===== config.mk =====
export PLATFORM = sky130hd
export DESIGN_NAME = match_sequencer
export DESIGN_NICKNAME = d
export VERILOG_FILES = /design/src/rtl/match_sequencer.sv
export SDC_FILE = /design/constraint.sdc
export NUM_CORES = 1
export LEC_CHECK = 0
export ABC_CLOCK_PERIOD_IN_PS = 2600
export CAP_MARGIN = 25
export CORE_MARGIN = 4
export CORE_UTILIZATION = 55
export CTS_BUF_LIST = sky130_fd_sc_hd__clkbuf_8
export DETAILED_ROUTE_END_ITERATION = 10
export PLACE_DENSITY = 0.91
export SLEW_MARGIN = 20
export SYNTH_ARGS = -nofsm -noshare
export SYNTH_HDL_FRONTEND = slang
export SYNTH_SLANG_ARGS = --single-unit

===== constraint.sdc =====
create_clock -name clk -period 2.6 [get_ports clk]
set_input_delay 0.26 -clock clk [delete_from_list [all_inputs] [get_ports clk]]
set_output_delay 0.26 -clock clk [all_outputs]
set_load 0.01 [all_outputs]

===== src/rtl/match_sequencer.sv =====
// match_sequencer
//
// Game-flow sequencer for a two-player pad game. Walks through
// IDLE -> SERVE -> PLAY -> POINT/OVER, keeps both scores, and produces
// the control strobes the ball/pad logic needs. All outputs are registered.
//
// Optional feature: define MATCH_PAUSE_EN to enable the PAUSED state,
// entered from PLAY and left back to PLAY on each rising edge of pause.
//
// Parameters
//   WIN_SCORE    points needed to win (1..15)
//   SERVE_FRAMES frame ticks spent in SERVE (1..255)
//   POINT_FRAMES frame ticks spent in POINT (1..255)
//
// Ports
//   clk          clock, rising edge
//   rst_n        synchronous active-low reset
//   frame_tick   one-cycle pulse per video frame
//   start        level, any player key held
//   miss_left    one-cycle pulse, ball passed the left pad
//   miss_right   one-cycle pulse, ball passed the right pad
//   pause        level, pause key (only used with MATCH_PAUSE_EN)
//   logic_en     enables ball and pad motion
//   ball_serve   one-cycle pulse on every entry into SERVE
//   serve_dir    initial ball direction, 0 = left, 1 = right
//   score_left   left player score
//   score_right  right player score
//   state        IDLE=0 SERVE=1 PLAY=2 POINT=3 OVER=4 PAUSED=5
//   game_over    high iff state is OVER
//   winner       0 = left won, 1 = right won (valid with game_over)
module match_sequencer #(
  parameter int WIN_SCORE    = 7,
  parameter int SERVE_FRAMES = 60,
  parameter int POINT_FRAMES = 90
) (
  input  logic       clk,
  input  logic       rst_n,
  input  logic       frame_tick,
  input  logic       start,
  input  logic       miss_left,
  input  logic       miss_right,
  input  logic       pause,
  output logic       logic_en,
  output logic       ball_serve,
  output logic       serve_dir,
  output logic [3:0] score_left,
  output logic [3:0] score_right,
  output logic [2:0] state,
  output logic       game_over,
  output logic       winner
);

  typedef enum logic [2:0] {
    IDLE   = 3'd0,
    SERVE  = 3'd1,
    PLAY   = 3'd2,
    POINT  = 3'd3,
    OVER   = 3'd4,
    PAUSED = 3'd5
  } state_t;

  localparam logic [3:0] WIN        = 4'(WIN_SCORE);
  localparam logic [7:0] SERVE_LAST = 8'(SERVE_FRAMES - 1);
  localparam logic [7:0] POINT_LAST = 8'(POINT_FRAMES - 1);

  // Score increment that sticks at WIN so a score can never wrap or overshoot.
  function automatic logic [3:0] sat_inc(input logic [3:0] s);
    if (s >= WIN) return WIN;
    else          return s + 4'd1;
  endfunction

  state_t     state_q, state_nx;
  logic [7:0] frame_cnt, frame_cnt_nx;
  logic [3:0] score_left_nx, score_right_nx;
  logic [3:0] inc_l, inc_r;
  logic       serve_dir_nx, winner_nx;
  logic       start_q, start_rise;

  assign start_rise = start & ~start_q;
  assign inc_l      = sat_inc(score_left);
  assign inc_r      = sat_inc(score_right);
  assign state      = state_q;

`ifdef MATCH_PAUSE_EN
  logic pause_q, pause_rise;
  assign pause_rise = pause & ~pause_q;
`else
  logic unused_pause;
  assign unused_pause = pause;
`endif

  always_comb begin
    state_nx       = state_q;
    score_left_nx  = score_left;
    score_right_nx = score_right;
    serve_dir_nx   = serve_dir;
    winner_nx      = winner;
    case (state_q)
      IDLE: begin
        if (start_rise) state_nx = SERVE;
      end
      SERVE: begin
        if (frame_tick && frame_cnt == SERVE_LAST) state_nx = PLAY;
      end
      PLAY: begin
        if (miss_left && miss_right) begin
          // Simultaneous miss: nobody scores, re-serve immediately.
          state_nx = SERVE;
        end else if (miss_left) begin
          score_right_nx = inc_r;
          serve_dir_nx   = 1'b1;
          if (inc_r == WIN) begin
            state_nx  = OVER;
            winner_nx = 1'b1;
          end else begin
            state_nx = POINT;
          end
        end else if (miss_right) begin
          score_left_nx = inc_l;
          serve_dir_nx  = 1'b0;
          if (inc_l == WIN) begin
            state_nx  = OVER;
            winner_nx = 1'b0;
          end else begin
            state_nx = POINT;
          end
        end
`ifdef MATCH_PAUSE_EN
        else if (pause_rise) begin
          state_nx = PAUSED;
        end
`endif
      end
      POINT: begin
        if (frame_tick && frame_cnt == POINT_LAST) state_nx = SERVE;
      end
      OVER: begin
        if (start_rise) begin
          score_left_nx  = 4'd0;
          score_right_nx = 4'd0;
          state_nx       = SERVE;
        end
      end
`ifdef MATCH_PAUSE_EN
      PAUSED: begin
        if (pause_rise) state_nx = PLAY;
      end
`endif
      default: state_nx = IDLE;
    endcase

    // Counter restarts on any state change; it only advances while timing
    // SERVE or POINT.
    frame_cnt_nx = frame_cnt;
    if (state_nx != state_q)
      frame_cnt_nx = 8'd0;
    else if (frame_tick && (state_q == SERVE || state_q == POINT))
      frame_cnt_nx = frame_cnt + 8'd1;
  end

  always_ff @(posedge clk) begin
    if (!rst_n) begin
      state_q     <= IDLE;
      frame_cnt   <= 8'd0;
      score_left  <= 4'd0;
      score_right <= 4'd0;
      serve_dir   <= 1'b0;
      winner      <= 1'b0;
      logic_en    <= 1'b0;
      ball_serve  <= 1'b0;
      game_over   <= 1'b0;
      // Preset high so a key held through reset does not read as a press.
      start_q     <= 1'b1;
`ifdef MATCH_PAUSE_EN
      pause_q     <= 1'b1;
`endif
    end else begin
      state_q     <= state_nx;
      frame_cnt   <= frame_cnt_nx;
      score_left  <= score_left_nx;
      score_right <= score_right_nx;
      serve_dir   <= serve_dir_nx;
      winner      <= winner_nx;
      logic_en    <= (state_nx == PLAY);
      ball_serve  <= (state_nx == SERVE) && (state_q != SERVE);
      game_over   <= (state_nx == OVER);
      start_q     <= start;
`ifdef MATCH_PAUSE_EN
      pause_q     <= pause;
`endif
    end
  end

endmodule


# After elaboration in Yosys (flattened, before gate mapping)
# Cells that the tools add are included.
[totals]
reg_bits = 25
latch_bits = 0
mem_bits_rw = 0
rom_bits = 0
input_bits = 7
out_inout_bits = 16
memories = 0
[op_classes]
addsub = 3
multipliers = 0
n_div = 0
magnitude_cmp = 2
eq_ne = 19
shift = 0
mux = 25
bitwise = 4
reduce_logical = 16
[ops]
columns = ["operator", "n"]
rows = [
  ["2-to-1 mux 4 bit", 8],
  ["2-to-1 mux 3 bit", 8],
  ["one-hot mux 4 bit (2 select lines)", 2],
  ["one-hot mux 3 bit (4 select lines)", 1],
  ["inequality test 2 bit (second input constant)", 5],
  ["AND reduction 5 bit", 2],
  ["equality test 3 x 2 -> 1 bit (second input constant)", 3],
  ["adder 4 x 1 -> 4 bit (second input constant)", 2],
  ["adder 8 x 1 -> 8 bit (second input constant)", 1],
  ["equality test 4 x 3 -> 1 bit (second input constant)", 2],
  ["equality test 8 x 6 -> 1 bit (second input constant)", 1],
  ["equality test 8 x 7 -> 1 bit (second input constant)", 1],
  [">= comparator 4 x 3 -> 1 bit (second input constant)", 2],
  ["equality test 3 x 1 -> 1 bit (second input constant)", 2],
  ["equality test 3 bit (second input constant)", 2],
  ["2-to-1 mux 1 bit", 6],
  ["nonzero test 2 bit", 3],
  ["logical AND 1 bit", 5],
  ["AND reduction 4 bit", 1],
  ["OR reduction 2 bit", 2],
  ["zero test 3 bit", 1],
  ["inequality test 3 x 1 -> 1 bit (second input constant)", 1],
  ["inequality test 3 bit", 1],
  ["NOT 1 bit", 3],
  ["4 further kinds", 4],
]

# Longest topological paths before layout
[depth]
word_depth = 10
depth_mapped = 7

# Worst setup path before layout
# No wires, ideal clock.
[synth_path]
path_type = "register to register"
startpoint = "register score_right[0]"
endpoint = "register ball_serve"
setup_time_ns = 0.116
t_arrival_ns = 1.873
slack_ns = 0.610
stages_incl_launch_ff = 8
path_buffers = 1
period_less_slack_ns = 1.990
path_cell_list = "dfxtp_1 -> ha_1 -> nor2b_1 -> maj3_1 -> nor2_1 -> o41a_1 -> clkbuf_1 -> o211a_1"
[synth_via]
elab_chain_cells = 9
word_cells_on_any_way = 10
[synth_lines]
columns = ["item", "line", "rtl"]
rows = [
  ["start, declared", "47", "output logic [3:0] score_right,"],
  ["start signal, assigned", "181", "score_right <= score_right_nx;"],
  ["adder 4 x 1 -> 4 bit / >= comparator 4 x 3 -> 1 bit (equally long branches)", "69, 68", ""],
  ["2-to-1 mux 4 bit (*)", "68", "if (s >= WIN) return WIN;"],
  ["equality test 4 x 3 -> 1 bit (*)", "112", "if (inc_r == WIN) begin"],
  ["2-to-1 mux 3 bit (*)", "112", ""],
  ["2-to-1 mux 3 bit (*)", "109", "end else if (miss_left) begin"],
  ["2-to-1 mux 3 bit (*)", "106", "if (miss_left && miss_right) begin"],
  ["one-hot mux 3 bit (4 select lines) (*)", "98", "case (state_q)"],
  ["equality test 3 x 1 -> 1 bit (*)", "185", "ball_serve <= (state_nx == SERVE) && (state_q != SERVE);"],
  ["logical AND 1 bit (*)", "185", ""],
  ["end signal, assigned", "185", ""],
  ["end, declared", "44", "output logic ball_serve,"],
]
# Every way passes the cells marked *; elsewhere a longest branch is shown, timed or not.
# A chain may end at the register's enable or synchronous reset.

# Worst setup path in the final report
[layout_path]
startpoint = "register score_left[0]"
endpoint = "register frame_cnt[1]"
[layout_via]
elab_chain_cells = 10
word_cells_on_any_way = 11
[layout_lines]
columns = ["item", "line", "rtl"]
rows = [
  ["start, declared", "46", "output logic [3:0] score_left,"],
  ["start signal, assigned", "180", "score_left <= score_left_nx;"],
  ["adder 4 x 1 -> 4 bit / >= comparator 4 x 3 -> 1 bit (equally long branches)", "69, 68", ""],
  ["2-to-1 mux 4 bit (*)", "68", ""],
  ["equality test 4 x 3 -> 1 bit (*)", "121", "if (inc_l == WIN) begin"],
  ["2-to-1 mux 3 bit (*)", "121", ""],
  ["2-to-1 mux 3 bit (*)", "118", "end else if (miss_right) begin"],
  ["2-to-1 mux 3 bit (*)", "109", ""],
  ["2-to-1 mux 3 bit (*)", "106", ""],
  ["one-hot mux 3 bit (4 select lines) (*)", "98", ""],
  ["inequality test 3 bit (*)", "155", "if (state_nx != state_q)"],
  ["OR reduction 2 bit (no line) (*)", "--", ""],
  ["end signal, assigned", "179", "frame_cnt <= frame_cnt_nx;"],
  ["end, declared", "73", "logic [7:0] frame_cnt, frame_cnt_nx;"],
]
# Marked as above.

==> impl_metrics.tcl <==
set metrics [dict create \
    syn_inst 164 \
    irDropWorstVdd_mv 0.4074 \
    synth_edf_count 0 \
    area_delta_synth_final_pct 19.29 \
    crit_path_start_kind "flop" \
    ys_top_cells_by_area "dfxtp_1 (36%), nor2_1 (5.1%), a21oi_1 (5.0%)" \
    cts.path.max_buffers 2 \
    max_freq_mhz 437.5 \
    finalCriticalPeriod_ns 2.286 \
    routedWlPerCell_um 15.59 \
    grt_max_degree 15 \
    multi_input_area_um2 862.1 \
    setup_viol 0 \
    cpMaxStageDelayCell "o41a_1" \
    numPortBuffers 21 \
    path_max_fanout 11 \
    fp.coreArea_um2 2455 \
    layout-drive-gt1-share_pct 8.696 \
    die_y_um 58.59 \
    first_global_vias 1320 \
    nets 197 \
    firstDrtPassIters 5 \
    antenna_cells 0 \
    setup_tns_ns 0 \
    antenna_found_initial 0 \
    power_density_nw_per_um2 401.4 \
    synth_area_per_cell_um2 8.583 \
    cts_resized 0 \
    async_flop_share_pct 0 \
    io-pin-count 23 \
    via_per_inst 6.168 \
    ys_seq_area_share_pct 35.56 \
    path_delay_family "compound AO/OA/AOI/OAI gates" \
    cts_setup_buffers 0 \
    drt-initial-drc-count 64 \
    clock-sinks 25 \
    final_cell_mix "dfxtp_1 (25), clkdlybuf4s50_1 (21), nor2_1 (19)" \
    syn_area_um2 1408 \
    worst_pin_slew_ns 0.7459 \
    slowest_delay_ns 0.56 \
    hold_ws_ns 0.4646 \
    die_w_um 58.59 \
    period_share_pct 87.92 \
    slew_headroom_pct 49.89 \
    synth_seq_cells 25 \
    status "finished, final reports clean" \
    postCtsHoldBufs 0 \
    dr_total_vias 1320 \
    fill_cells 184 \
    cp.required_ns 2.77 \
    criticalPathCategory "reg2reg" \
    p_leak_nw 0.6329 \
    htreeDepth 1 \
    min_path_type "reg2reg" \
    ctsRootBufferMaster "clkbuf_8" \
    gp_congestion 0.8074 \
    start_util_pct 57.34 \
    rsz0062_at_grt "false" \
    placementRows 18 \
    grtUsageTotal_pct 22.07 \
    layout.cells.most_common "dfxtp_1" \
    grt_first_pass_wirelength_mm 5.830 \
    finClkSkew_ns 0.004198 \
    cts_buffers 3 \
    gr-total-overflow 0 \
    ys_warn_count 0 \
    endpoint_kind "flop" \
    synth_top_area_share_pct 35.56 \
    drc 0 \
    worstPathBufferInverterCount 0 \
    finalWirelength_mm 3.337 \
    ant_nets 0 \
    ff_latch_area_um2 500.5 \
    synth_ff_type "dfxtp_1" \
    die_area_um2 3433 \
    path_cells "ha_1 -> nand2_1 -> a21oi_1 -> nor3_1 -> o41a_1 -> nor4b_1" \
    cts_tree "yes" \
    slew_violations 0 \
    ys_types 47 \
    clkTransAtPathRegs_ns 0.09 \
    yosysTopAreaCell "dfxtp_1" \
    dp_hpwl_mm 2.406 \
    syn-num-nets 176 \
    drv_cap 0 \
    hold_viol_final 0 \
    clk_latency_ns 0.27 \
    arrival_ns 2.46 \
]
## synthesized netlist by cell type (2+ instances only)
master and n:
xnor2_1 3, nand4_1 2, ha_1 5, nand2_1 12
o211a_1 2, o21ai_1 2, inv_1 4, o21a_1 3
nor4_1 6, nand4b_1 2, a21oi_1 14, clkbuf_1 4
nand2b_1 7, dfxtp_1 25, nor2_1 19, mux2i_1 2
buf_4 2, a31oi_1 2, nor3_1 9, xor2_1 4
o21ai_0 5, nand3_1 3, nor3b_4 2, nand3b_1 2
## layer usage
layer	track usage (%)	vias up	routed length (um)
met5	0	-	0
met2	38.12	57	1730
li1	-	638	-
met3	4.605	17	195
met1	24.93	608	1308
met4	12.94	0	103
## worst min-delay path, delay by kind of cell, from the launching register on
| kind | cells | cell delay [ns] |
|---|---|---|
| compound gates | 1 | 0.05 |
| flops | 1 | 0.32 |
| simple gates | 1 | 0.05 |
## power by group
group          internal, mW  leakage, nW  switching (mW)
registers             0.386        0.202         0.00493
logic                0.0229        0.406          0.0275
clock network         0.107       0.0255           0.125
## cell families (layout without fill, tap and decap cells)
kind of cell,Yosys count,in the layout,share of synthesized area (%)
and+or+nand+nor,79,79,33.78
adders and majority gates,6,6,5.156
DFF,25,25,35.56
muxes,3,3,2.222
AOI/OAI and AO/OA,34,34,15.73
buffers and inverters,10,30,3.199
xor gates and xnor gates,7,7,4.356
## per-stage QoR
stage	util, %	std cells	total power [mW]	setup WS, ns	cell area [um2]
4_1_cts	68.40	214	0.6782	0.3591	1679
6_report	68.40	214	0.6739	0.3140	1679
5_1_grt	68.40	214	0.7072	0.1730	1679
3_5_place_dp	66.51	210	0.4484	0.2838	1633
2_1_floorplan	-	164	0.4278	0.6104	1408
3_3_place_gp	66.51	210	0.4451	0.3701	1633
## final timing paths
kind | depth (start not counted) | from | slack [ns] | to
hold / removal | 2 | serve_dir | 0.46 | serve_dir
setup reg to reg | 6 | score_left[0] | 0.31 | frame_cnt[1]
setup / recovery | 6 | score_left[0] | 0.31 | frame_cnt[1]
hold reg to reg | 2 | serve_dir | 0.46 | serve_dir
## registers in the layout, summed over array words and instances, names as in the netlist
signal / count
frame_cnt: 8
score_left: 4
score_right: 4
state: 3
ball_serve: 1
game_over: 1
logic_en: 1
serve_dir: 1
start_q: 1
winner: 1
## cell type report
type                       instances  share of cell area [%]
clock buffer                       3                   2.459
clock inverter                     1                  0.2981
inverter                           4                  0.8942
multi-input combinational        129                   51.34
sequential                        25                   29.81
tap                               30                   2.235
timing repair buffer              22                   12.97
Note: power is estimated with default switching activity, not from simulation.
